===== src/rtl/clock_period_meter.sv =====
// Measures the high time, low time and period of sig_in in clk cycles.
// Results publish one cycle after the closing rising edge and then hold until the next publish.
module clock_period_meter #(
    parameter int CNT_W = 16
) (
    input  logic             clk,
    input  logic             rst_n,
    input  logic             sig_in,
    input  logic             start,
    input  logic             stop,
    input  logic             cont,
    output logic             busy,
    output logic             valid,
    output logic             timeout,
    output logic [CNT_W-1:0] high_time,
    output logic [CNT_W-1:0] low_time,
    output logic [CNT_W:0]   period
);

    typedef enum logic [1:0] {IDLE, ARM, MEAS_HI, MEAS_LO} state_t;

    localparam logic [CNT_W-1:0] CNT_MAX = '1;
    localparam logic [CNT_W-1:0] CNT_ONE = CNT_W'(1);

    state_t           state_q;
    logic             sig_m_q, sig_s_q, sig_d_q;
    logic [CNT_W-1:0] wait_q, hi_q, lo_q;
    logic [CNT_W-1:0] high_q, low_q;
    logic [CNT_W:0]   period_q;
    logic             busy_q, valid_q, timeout_q;
    logic             rise, fall;

    always_ff @(posedge clk or negedge rst_n) begin
        if (!rst_n) begin
            sig_m_q <= 1'b0;
            sig_s_q <= 1'b0;
            sig_d_q <= 1'b0;
        end else begin
            sig_m_q <= sig_in;
            sig_s_q <= sig_m_q;
            sig_d_q <= sig_s_q;
        end
    end

    assign rise = sig_s_q & ~sig_d_q;
    assign fall = ~sig_s_q & sig_d_q;

    // The edge cycle itself counts as the first cycle of the new level.
    always_ff @(posedge clk or negedge rst_n) begin
        if (!rst_n) begin
            state_q   <= IDLE;
            wait_q    <= '0;
            hi_q      <= '0;
            lo_q      <= '0;
            high_q    <= '0;
            low_q     <= '0;
            period_q  <= '0;
            busy_q    <= 1'b0;
            valid_q   <= 1'b0;
            timeout_q <= 1'b0;
        end else begin
            valid_q   <= 1'b0;
            timeout_q <= 1'b0;
            if (state_q != IDLE && stop) begin
                state_q <= IDLE;
                busy_q  <= 1'b0;
            end else begin
                case (state_q)
                    IDLE: begin
                        if (start && !stop) begin
                            state_q <= ARM;
                            wait_q  <= '0;
                            busy_q  <= 1'b1;
                        end
                    end
                    ARM: begin
                        if (rise) begin
                            state_q <= MEAS_HI;
                            hi_q    <= CNT_ONE;
                        end else if (wait_q == CNT_MAX) begin
                            state_q   <= IDLE;
                            busy_q    <= 1'b0;
                            timeout_q <= 1'b1;
                        end else begin
                            wait_q <= wait_q + CNT_ONE;
                        end
                    end
                    MEAS_HI: begin
                        if (fall) begin
                            state_q <= MEAS_LO;
                            lo_q    <= CNT_ONE;
                        end else if (hi_q == CNT_MAX) begin
                            state_q   <= IDLE;
                            busy_q    <= 1'b0;
                            timeout_q <= 1'b1;
                        end else begin
                            hi_q <= hi_q + CNT_ONE;
                        end
                    end
                    MEAS_LO: begin
                        if (rise) begin
                            high_q   <= hi_q;
                            low_q    <= lo_q;
                            period_q <= {1'b0, hi_q} + {1'b0, lo_q};
                            valid_q  <= 1'b1;
                            if (cont) begin
                                state_q <= MEAS_HI;
                                hi_q    <= CNT_ONE;
                            end else begin
                                state_q <= IDLE;
                                busy_q  <= 1'b0;
                            end
                        end else if (lo_q == CNT_MAX) begin
                            state_q   <= IDLE;
                            busy_q    <= 1'b0;
                            timeout_q <= 1'b1;
                        end else begin
                            lo_q <= lo_q + CNT_ONE;
                        end
                    end
                    default: begin
                        state_q <= IDLE;
                        busy_q  <= 1'b0;
                    end
                endcase
            end
        end
    end

    assign busy      = busy_q;
    assign valid     = valid_q;
    assign timeout   = timeout_q;
    assign high_time = high_q;
    assign low_time  = low_q;
    assign period    = period_q;

endmodule


===== config.mk =====
export PLATFORM = sky130hd
export DESIGN_NAME = clock_period_meter
export DESIGN_NICKNAME = d
export VERILOG_FILES = /design/src/rtl/clock_period_meter.sv
export SDC_FILE = /design/constraint.sdc
export NUM_CORES = 1
export LEC_CHECK = 0
export ABC_AREA = 1
export BUFFER_PORTS_ARGS = -buffer_cell sky130_fd_sc_hd__buf_2
export CORE_ASPECT_RATIO = 1.4
export CORE_MARGIN = 4
export CORE_UTILIZATION = 54
export DETAILED_ROUTE_END_ITERATION = 16
export PLACE_DENSITY = 0.77
export SLEW_MARGIN = 40
export SYNTH_ARGS = -nofsm -noshare
export SYNTH_HDL_FRONTEND = slang
export SYNTH_SLANG_ARGS = --single-unit

===== constraint.sdc =====
create_clock -name clk -period 1.8 [get_ports clk]
set_input_delay 0.36 -clock clk [delete_from_list [all_inputs] [get_ports clk]]
set_output_delay 0.36 -clock clk [all_outputs]
set_load 0.1 [all_outputs]

==> impl_metrics.py <==
metrics = {
    "routing": {
        "routed_wl_mm": 15.0,
        "drt_iter0_markers": 298,
        "drc": 0,
        "viasPerCell": 5.26,
        "final_antenna_net_count": 0,
        "firstDrtPassIters": 7,
        "wl_per_cell_um": 14.1,
        "vias": 5599,
    },
    "pwr": {
        "switching_share": 0.521,
        "power.switching_mw": 5.68,
        "clockPowerShare": 0.181,
        "p_leak_nw": 3.73,
        "ir_worst_vdd_uv": 1200,
        "seq_power_share": 0.298,
        "p_int_mw": 5.23,
        "p_comb_frac": 0.520,
        "power_density_nw_per_um2": 1480,
    },
    "layout": {
        "syn2layout_area_growth_pct": 21.5,
        "num_antenna_cells": 0,
        "nNetsFinal": 945,
        "fill_cells": 946,
        "post-route-util": 0.677,
        "multiInputGateArea_sq_um": 3080,
        "drive_gt1_frac": 0.224,
        "regArea_sq_um": 2640,
    },
    "setup_path": {
        "cpMostUsedCell": "nand2_2",
        "slowest_stage": "dfrtp_1",
        "crit_path_end_kind": "register",
        "crit_type": "register to register",
        "worstPathRequired_ps": 2040,
        "path_cells": "ha_2 > fa_2 > nand2_2 > nand2_2 > nand2_2 > o21bai_4 > nand2_1 > nand3b_1 > nand3_1 > nand2_1",
        "cp-start-kind": "register",
        "critPathMaxFanout": 3,
        "cp_data_arrival_time_ps": 1950,
        "slowest_delay_ps": 410,
    },
    "timing": {
        "worst_pin_slew_ps": 497,
        "rsz0062_at_grt": "yes",
        "clock.fmax_mhz": 583,
        "period_minus_slack_ps": 1710,
        "setup_ws_ps": 85.1,
        "holdWs_ps": 117,
        "final-hold-violation-count": 0,
        "finalSetupViolCount": 0,
        "finClkSkew_ps": 7.60,
        "max_slew_margin": 0.671,
        "period_share": 0.953,
        "drv_slew": 0,
    },
    "flow_run": {
        "cap_violations": 0,
    },
    "yosys": {
        "yosysWarnings": 0,
        "synth_cell_type_count": 38,
        "syn_area_per_cell_sq_um": 7.53,
        "yosysMostFrequentCell": "nand2_1",
        "synth_compound_area_frac": 0.0981,
        "seq_area_frac_synth": 0.432,
        "synth_top_family_by_area": "simple AND/OR/NAND/NOR gates",
        "synth_common_cells": "nand2_1, dfrtp_1, inv_1",
        "ys_ff_latch": 105,
        "ys.flop_type": "dfrtp_1",
        "synthArstFlopShare": 1.00,
        "synthSimpleGateAreaFrac": 0.314,
        "synth_nets": 834,
        "synthCells": 808,
        "synth-edff-count": 0,
        "yosys-top-cells-area": "dfrtp_1, nand2_1, inv_1, nand3_1, ha_1",
        "synth_adder_area_share": 0.0424,
        "yosysTopAreaCellShare": 0.432,
        "synth_top_area_cell": "dfrtp_1",
        "syn_area_sq_um": 6080,
        "synthXorXnorAreaFrac": 0.0317,
        "synthMuxAreaShare": 0,
    },
    "die": {
        "rows": 45,
        "core_sq_um": 10900,
        "dieArea_sq_um": 13100,
        "pin_count": 58,
        "die_h_um": 134,
        "start_util": 0.557,
        "dieWidth_um": 97.7,
    },
    "clocking": {
        "clk_pin_slew_worst_paths_ps": 70,
        "cts_buffers": 9,
        "htree_levels": 3,
        "numClockSinks": 105,
        "cts_tree": "built",
        "root_buffer": "clkbuf_16",
        "clockBufferDepth": 2,
        "worstSkewPairLatency_ps": 350,
    },
    "global_routing": {
        "grt_usage": 0.233,
        "overflow": 0,
        "grt_max_degree": 80,
        "grt_pass1_vias": 5346,
        "antenna_found_initial": 0,
        "grt_pass1_wl_mm": 24.9,
    },
    "outcome": {
        "status": "finished clean",
    },
    "place": {
        "gp_congestion": 0.936,
        "dp_slack_ps": 10.3,
        "place.detailed.hpwl_mm": 11.3,
        "io_buffers": 57,
    },
    "min_path": {
        "worstHoldPathType": "input pin to register",
    },
}
[power by group through the flow]
stage / sequential [mW] / combinational [mW] / clock (mW)
2_1_floorplan: 6.20 / 1.43 / 0
3_3_place_gp: 3.26 / 5.37 / 0
3_5_place_dp: 3.29 / 5.42 / 0
4_1_cts: 3.25 / 5.48 / 2.01
5_1_grt: 3.33 / 6.02 / 2.10
6_report: 3.26 / 5.68 / 1.98
[metal layers]
metal  share of wire  wire length (um)  GRT usage  vias to the layer above
met5               0                 0          0                        -
met4           0.031               471     0.0924                        0
met3           0.038               576     0.0351                       31
met2            0.54              8090      0.429                      133
met1            0.39              5900      0.268                     2628
li1                -                 -          -                     2807
[final cells by class]
type | count | area share
clock buffers | 11 | 0.0328
clock inverters | 4 | 0.00711
inverters | 97 | 0.0503
multi-input cells | 589 | 0.417
flip-flops and latches | 105 | 0.357
well taps | 141 | 0.0239
repair buffers | 117 | 0.112
[what timing repair did]
item / in CTS / in global routing
hold endpoints to repair: 24 / 0
buffers inserted: 2 / 9
gates resized for setup: 1 / 39
setup endpoints to repair: 3 / 64
pin swaps: 1 / 9
hold buffers: 1 / 0
[metrics by stage]
stage          total power [mW]  TNS, ps  instance area (sq um)  instances
3_5_place_dp               8.71        0                   6840       1037
5_1_grt                    11.5    -89.3                   7390       1064
6_report                   10.9        0                   7390       1064
3_3_place_gp               8.63        0                   6840       1037
4_1_cts                    10.7        0                   7160       1055
2_1_floorplan              7.62        0                   6080        808
[worst paths after layout]
| kind | from | end | slack, ps | cells after the start |
|---|---|---|---|---|
| min in group asynchronous | rst_n | high_time[14]$_DFFE_PN0P_ | 470 | 2 |
| worst max register to register | lo_q[0]$_DFFE_PN0P_ | period[10]$_DFFE_PN0P_ | 90 | 10 |
| worst max-delay path | lo_q[0]$_DFFE_PN0P_ | period[10]$_DFFE_PN0P_ | 90 | 10 |
| max in group asynchronous | rst_n | state_q[1]$_DFFE_PN0P_ | 760 | 3 |
| worst min register to register | sig_m_q$_DFF_PN0_ | sig_s_q$_DFF_PN0_ | 350 | 0 |
| worst min-delay path | sig_in | sig_m_q$_DFF_PN0_ | 120 | 1 |
[cell usage in the layout, fill, tap and decap left out, types with 14 or more instances in the layout]
master	n
nand2_1	264
dfrtp_1	98
inv_1	87
buf_2	56
buf_4	53
nand3_1	51
nor2_1	46
o21ai_0	36
o21ai_1	31
a21oi_1	19
nor3_1	18
xor2_1	15
nand2_2	14
[logic make-up after synthesis]
kind of cell / Yosys count
AOI/OAI and AO/OA: 108
buffers and inverters: 114
and+or+nand+nor: 439
adders and majority gates: 20
xor gates and xnor gates: 22
DFF: 105
[sequential cells by signal, summed over array words and instances, names as in the netlist]
signal,flops
busy,1
hi_q,16
high_time,16
lo_q,16
low_time,16
period,17
sig_d_q,1
sig_m_q,1
sig_s_q,1
state_q,2
timeout,1
valid,1
wait_q,16
[critical path: cells and delay by family (launching register included)]
family / cells / cell delay (ps)
adder cells (fa/ha/maj): 2 / 570
AND/OR/NAND/NOR: 7 / 550
flip-flops: 1 / 410
AO/OA/AOI/OAI: 1 / 80
Power figures use the tool's default switching activity.
